`src/rtl/dmem_arb_pkg.sv`:
```
// Shared types for the data-memory arbiter and its dump scanner.
package dmem_arb_pkg;
  typedef enum logic [1:0] {IDLE, SCAN, DONE} arb_state_t;
endpackage

```
`src/rtl/dump_scanner.sv`:
```
// Dump scanner: walks every dmem word when granted and captures {addr,data} for the debug port.
module dump_scanner
  import dmem_arb_pkg::*;
#(
  parameter int N  = 64,
  parameter int AW = 6
) (
  input  logic          clk,
  input  logic          reset,
  input  logic          start_edge,
  input  logic          grant,
  input  logic [N-1:0]  mem_readData,
  output logic [AW-1:0] scan_addr,
  output logic          scan_active,
  output logic          dbg_busy,
  output logic          dbg_valid,
  output logic [AW-1:0] dbg_addr,
  output logic [N-1:0]  dbg_data,
  output logic          dbg_done
);

  localparam logic [AW-1:0] LAST = '1;

  arb_state_t    state_q, state_d;
  logic [AW-1:0] cnt_q;
  logic          capture;
  logic          vld_p1;
  logic          done_p1;
  logic [AW-1:0] addr_p1;
  logic [N-1:0]  data_p1;

  assign scan_active = (state_q == SCAN);
  assign capture     = scan_active & grant;

  always_ff @(posedge clk or posedge reset) begin
    if (reset) state_q <= IDLE;
    else       state_q <= state_d;
  end

  always_comb begin
    state_d = state_q;
    unique case (state_q)
      IDLE:    if (start_edge) state_d = SCAN;
      SCAN:    if (capture && cnt_q == LAST) state_d = DONE;
      DONE:    state_d = IDLE;
      default: state_d = IDLE;
    endcase
  end

  // capture stage: word read combinationally this cycle is registered at the edge
  always_ff @(posedge clk or posedge reset) begin
    if (reset) begin
      cnt_q   <= '0;
      vld_p1  <= 1'b0;
      done_p1 <= 1'b0;
      addr_p1 <= '0;
      data_p1 <= '0;
    end else begin
      vld_p1  <= capture;
      done_p1 <= (state_q == DONE);
      if (state_q == IDLE && start_edge) begin
        cnt_q <= '0;
      end else if (capture) begin
        cnt_q   <= cnt_q + 1'b1;
        addr_p1 <= cnt_q;
        data_p1 <= mem_readData;
      end
    end
  end

  assign scan_addr = cnt_q;
  assign dbg_busy  = (state_q != IDLE);
  assign dbg_valid = vld_p1;
  assign dbg_addr  = addr_p1;
  assign dbg_data  = data_p1;
  assign dbg_done  = done_p1;

endmodule

```
`src/rtl/dmem_arbiter.sv`:
```
// Shares dmem between the MEM stage and the debug dump scanner; CPU wins unless FREEZE holds it off.
module dmem_arbiter
  import dmem_arb_pkg::*;
#(
  parameter int N      = 64,
  parameter int AW     = 6,
  parameter int FREEZE = 0
) (
  input  logic          clk,
  input  logic          reset,
  input  logic          cpu_readEnable,
  input  logic          cpu_writeEnable,
  input  logic [N-1:0]  cpu_addr,
  input  logic [N-1:0]  cpu_writeData,
  output logic [N-1:0]  cpu_readData,
  output logic          cpu_stall,
  input  logic          dbg_start,
  output logic          dbg_busy,
  output logic          dbg_valid,
  output logic [AW-1:0] dbg_addr,
  output logic [N-1:0]  dbg_data,
  output logic          dbg_done,
  output logic          mem_read,
  output logic          mem_write,
  output logic [AW-1:0] mem_address,
  output logic [N-1:0]  mem_writeData,
  input  logic [N-1:0]  mem_readData
);

  localparam bit FRZ = (FREEZE != 0);

  logic          start_q;
  logic          start_edge;
  logic          cpu_req;
  logic          grant;
  logic          scan_active;
  logic [AW-1:0] scan_addr;
  logic [AW-1:0] cpu_word;
  logic          unused_addr_bits;

  // Resetting high means a level already held through reset never looks like an edge.
  always_ff @(posedge clk or posedge reset) begin
    if (reset) start_q <= 1'b1;
    else       start_q <= dbg_start;
  end

  assign start_edge       = dbg_start & ~start_q;
  assign cpu_req          = cpu_readEnable | cpu_writeEnable;
  assign cpu_word         = cpu_addr[AW+2:3];
  assign unused_addr_bits = ^{cpu_addr[N-1:AW+3], cpu_addr[2:0]};
  assign grant            = scan_active & (FRZ | ~cpu_req);
  assign cpu_stall        = FRZ & scan_active;
  assign cpu_readData     = mem_readData;
  assign mem_writeData    = cpu_writeData;

  always_comb begin
    mem_read    = cpu_readEnable;
    mem_write   = cpu_writeEnable;
    mem_address = cpu_word;
    if (grant) begin
      mem_read    = 1'b1;
      mem_write   = 1'b0;
      mem_address = scan_addr;
    end
  end

  dump_scanner #(.N(N), .AW(AW)) u_scanner (
    .clk          (clk),
    .reset        (reset),
    .start_edge   (start_edge),
    .grant        (grant),
    .mem_readData (mem_readData),
    .scan_addr    (scan_addr),
    .scan_active  (scan_active),
    .dbg_busy     (dbg_busy),
    .dbg_valid    (dbg_valid),
    .dbg_addr     (dbg_addr),
    .dbg_data     (dbg_data),
    .dbg_done     (dbg_done)
  );

endmodule

```
`config.mk`:
```
export PLATFORM = sky130hd
export DESIGN_NAME = dmem_arbiter
export DESIGN_NICKNAME = d
export VERILOG_FILES = /design/src/rtl/dmem_arb_pkg.sv /design/src/rtl/dump_scanner.sv /design/src/rtl/dmem_arbiter.sv
export SDC_FILE = /design/constraint.sdc
export NUM_CORES = 1
export LEC_CHECK = 0
export ABC_CLOCK_PERIOD_IN_PS = 2810
export CAP_MARGIN = 30
export CORE_AREA = 3 3 158 160
export CTS_BUF_LIST = sky130_fd_sc_hd__clkbuf_8 sky130_fd_sc_hd__clkbuf_16
export DETAILED_ROUTE_END_ITERATION = 12
export DIE_AREA = 0 0 161 163
export GPL_ROUTABILITY_DRIVEN = 0
export GPL_TIMING_DRIVEN = 0
export MAX_ROUTING_LAYER = met4
export PLACE_DENSITY_LB_ADDON = 0.2
export SLEW_MARGIN = 25
export SYNTH_ARGS = -nofsm -noshare
export SYNTH_HDL_FRONTEND = slang
export SYNTH_SLANG_ARGS = --single-unit
```
`constraint.sdc`:
```
create_clock -name clk -period 2.81 [get_ports clk]
set_input_delay 0.4215 -clock clk [delete_from_list [all_inputs] [get_ports clk]]
set_output_delay 0.4215 -clock clk [all_outputs]
set_load 0.03 [all_outputs]
```
==> impl_metrics.yaml, run 1 <==
layout:
  layout.filler_cells: 2555
  drive_gt1_share_pct: 21.27
  antenna_diodes: 0
  area_delta_synth_final_pct: 85.67
  final-instance-count-excl-fill: 1104
  final_nets: 978
critical_path:
  timing.critical_path.buf_inv: 5
  setup.worst_path.end_class: "primary output"
  rr_startpoint: "u_scanner.state_q[1]"
  r2r_end: "u_scanner.dbg_addr[2]"
  arrival_ps: 2240
  critical_path_peak_fanout: 10
  r2r_setup_slack_ps: 980
  reg2reg_depth: 6
  critPathLaunchType: "input pin"
  timing_startpoint_of_the_critical_path: "cpu_writeEnable"
  critical-path-top-delay-family: "buffers and inverters"
  worst_path_largest_cell_delay_ps: 510
  cp_data_required_time_ps: 2390
  cp_cell_sequence: "clkdlybuf4s50_1 > or4b_1 > buf_4 > inv_2 > buf_4 > nand2_1 > nand2_1 > buf_2"
  cpMaxStageDelayCell: "sky130_fd_sc_hd__or4b_1"
  critPathKind: "in -> out"
drt:
  via_count: 3919
  avgRoutedWirePerCell_um: 12.73
  wirelength_um: 14050
  drc_errors: 0
  drt_pass1_iterations: 4
  detail_route.iter0.violations: 142
  detail_route.vias_per_cell: 3.550
  antenna_left: 0
grt:
  grt_remaining_overflow: 0
  first_global_vias: 3969
  antenna_violations_before_repair: 0
  grt_first_pass_wirelength_um: 21080
  grt.total_usage_pct: 10.59
  grt_start_max_net_pins: 57
synth:
  synth_enable_flop_cells: 0
  synthesis.area_per_instance_sq_um: 8.534
  synthesis.area_sq_um: 4139
  number_of_distinct_library_cells_after_synthesis: 27
  synthCells: 485
  ys_seq_elements: 81
  synth.yosys.seq_area_share_pct: 49.00
  synth_warn: 0
  synth_async_sr_flop_share_pct: 100.0
  mappedNetlistNets: 683
  yosys_most_used_dff: "sky130_fd_sc_hd__dfrtp_1"
power:
  power.density_nw_per_um2: 561.9
  ir_drop_v: 0.0002656
  p_leak_nw: 3.717
  power.total_mw: 4.318
die:
  floorplan.initialDensity_pct: 17.58
  horizontal_die_dimension_um: 161
  area_of_the_placeable_core_sq_um: 23540
  die_height_um: 163
  placement_rows: 56
  dieArea_sq_um: 26240
  pin_count: 407
worst_hold_path:
  hold_path_class: "in -> async"
sta:
  post-route-period-util_pct: 94.74
  final_max_slew_viol_count: 0
  post-route-min-period_ps: 2662
  worst_pin_slew_ps: 601.9
  relSlewSlack_pct: 59.79
  clock.fmax_mhz: 375.6
  setup_viol_count_final: 0
  grt_setup_unrepaired: "no"
  hold_viol: 0
  timing.clock.skew_ps: 4.719
clocking:
  post_cts_hold_buffer_count: 0
  cts_tree: "yes"
  path_clk_slew_ps: 60
  clock_sink_count: 81
  clock_tree.buffer_depth: 2
  cts-buffers-inserted: 9
  cts-htree-levels: 3
  clk_root_buffer_cell: "sky130_fd_sc_hd__clkbuf_16"
  clkLatencyLatePin_ps: 330
place:
  io_buffers: 283
  post_place_cells: 1088
  hpwlAfterDp_um: 11050
job:
  max_cap_violations: 0
run_status:
  outcome: "complete, no violations"
-- routing by layer --
metal  routed length, um  vias up  track usage, %
met5                   0        -               -
met3                1209        9           3.255
met4                 157        0           3.520
met1                5660     1762           11.97
met2                7022      201           17.92
li1                    -     1947               -
-- where the power goes --
| part | switching [mW] | internal (mW) | total (mW) |
|---|---|---|---|
| clock network | 0.476 | 0.765 | 1.24 |
| registers | 0.120 | 1.35 | 1.47 |
| logic | 0.887 | 0.723 | 1.61 |
-- registers in the layout, summed over array words and instances, names as in the netlist --
register,cells
u_scanner.state_q,2
start_q,1
u_scanner.dbg_valid,1
u_scanner.dbg_done,1
u_scanner.dbg_data,64
u_scanner.dbg_addr,6
u_scanner.scan_addr,6
-- cells in the final DEF (no fill, tap or decap), types with 2 or more instances in the layout --
| master | n |
|---|---|
| sky130_fd_sc_hd__buf_2 | 9 |
| sky130_fd_sc_hd__nand2_1 | 226 |
| sky130_fd_sc_hd__clkbuf_1 | 5 |
| sky130_fd_sc_hd__nand2b_1 | 3 |
| sky130_fd_sc_hd__clkdlybuf4s50_1 | 276 |
| sky130_fd_sc_hd__clkbuf_2 | 3 |
| sky130_fd_sc_hd__mux2i_1 | 2 |
| sky130_fd_sc_hd__a21oi_1 | 3 |
| sky130_fd_sc_hd__o21ai_0 | 2 |
| sky130_fd_sc_hd__clkbuf_16 | 9 |
| sky130_fd_sc_hd__bufinv_16 | 2 |
| sky130_fd_sc_hd__dfrtp_1 | 80 |
| sky130_fd_sc_hd__inv_1 | 5 |
| sky130_fd_sc_hd__buf_4 | 136 |
| sky130_fd_sc_hd__nand4_1 | 3 |
| sky130_fd_sc_hd__nand3_1 | 2 |
-- stage by stage --
| stage | worst slack (ps) | util, % | hold slack [ps] | TNS [ps] | cell area (sq um) |
|---|---|---|---|---|---|
| finish | 147.9 | 32.64 | 415.6 | 0 | 7685 |
| global route | 13.60 | 32.64 | 450.3 | 0 | 7685 |
| CTS | 1.388 | 32.82 | 410.6 | 0 | 7726 |
| detailed placement | -475.7 | 31.45 | 460.9 | -3096 | 7403 |
| global placement | -1450 | 31.31 | 457.3 | -118730 | 7371 |
| floorplan | 310.1 | - | 426.0 | 0 | 4139 |
-- cell families after synthesis --
logic type	synth area share [%]
other	0.09060
AO/OA/AOI/OAI	0.7859
buffers and inverters	26.00
adder cells (fa/ha/maj)	0.3022
flip-flops	49.00
multiplexers	0.4837
XOR/XNOR	0.2116
AND/OR/NAND/NOR	23.13
-- how the worst max path moves through the flow --
| stage | depth (start not counted) | endpoint |
|---|---|---|
| after CTS | 8 | mem_address[2] |
| after floorplan | 1 | u_scanner.dbg_addr[0] |
| after global placement | 2 | u_scanner.dbg_data[53] |
| after global routing | 8 | mem_address[2] |
| after detailed placement | 8 | mem_address[2] |
| final | 8 | mem_address[2] |
-- what timing repair did --
item / in CTS / in global routing
setup buffers: 0 / 0
resized for setup: 26 / 12
setup endpoints to repair: 7 / 7
-- layout make-up --
| type | instances | area [sq um] | share of cell area, % |
|---|---|---|---|
| multi-input cells | 254 | 1035 | 13.46 |
| flip-flops and latches | 81 | 2028 | 26.39 |
| repair buffers | 284 | 2825 | 36.76 |
| well taps | 319 | 399.1 | 5.194 |
| inverters | 3 | 16.27 | 0.2117 |
| clock buffers | 9 | 225.2 | 2.931 |
| plain buffers | 147 | 1076 | 14.00 |
| clock inverters | 7 | 80.08 | 1.042 |
-- synth_stat cells (all sizes together), types with 2 or more instances --
| master | instances | share of area (%) |
|---|---|---|
| inv | 3 | 0.27 |
| dfrtp | 80 | 48 |
| nand2b | 3 | 0.45 |
| nand3 | 2 | 0.24 |
| o21ai | 2 | 0.24 |
| nand4 | 3 | 0.45 |
| a21oi | 3 | 0.36 |
| clkbuf | 7 | 0.63 |
| or4b | 2 | 0.48 |
| mux2i | 2 | 0.48 |
| buf | 140 | 25 |
| nand2 | 226 | 20 |
(Power assumes the default switching activity.)
==> run 2: changes to the inputs <==
Settings changed: CTS_CLUSTER_DIAMETER set to 60.
==> results of run 2 <==
Final layout, timing and power as in run 1 (identical DEF).
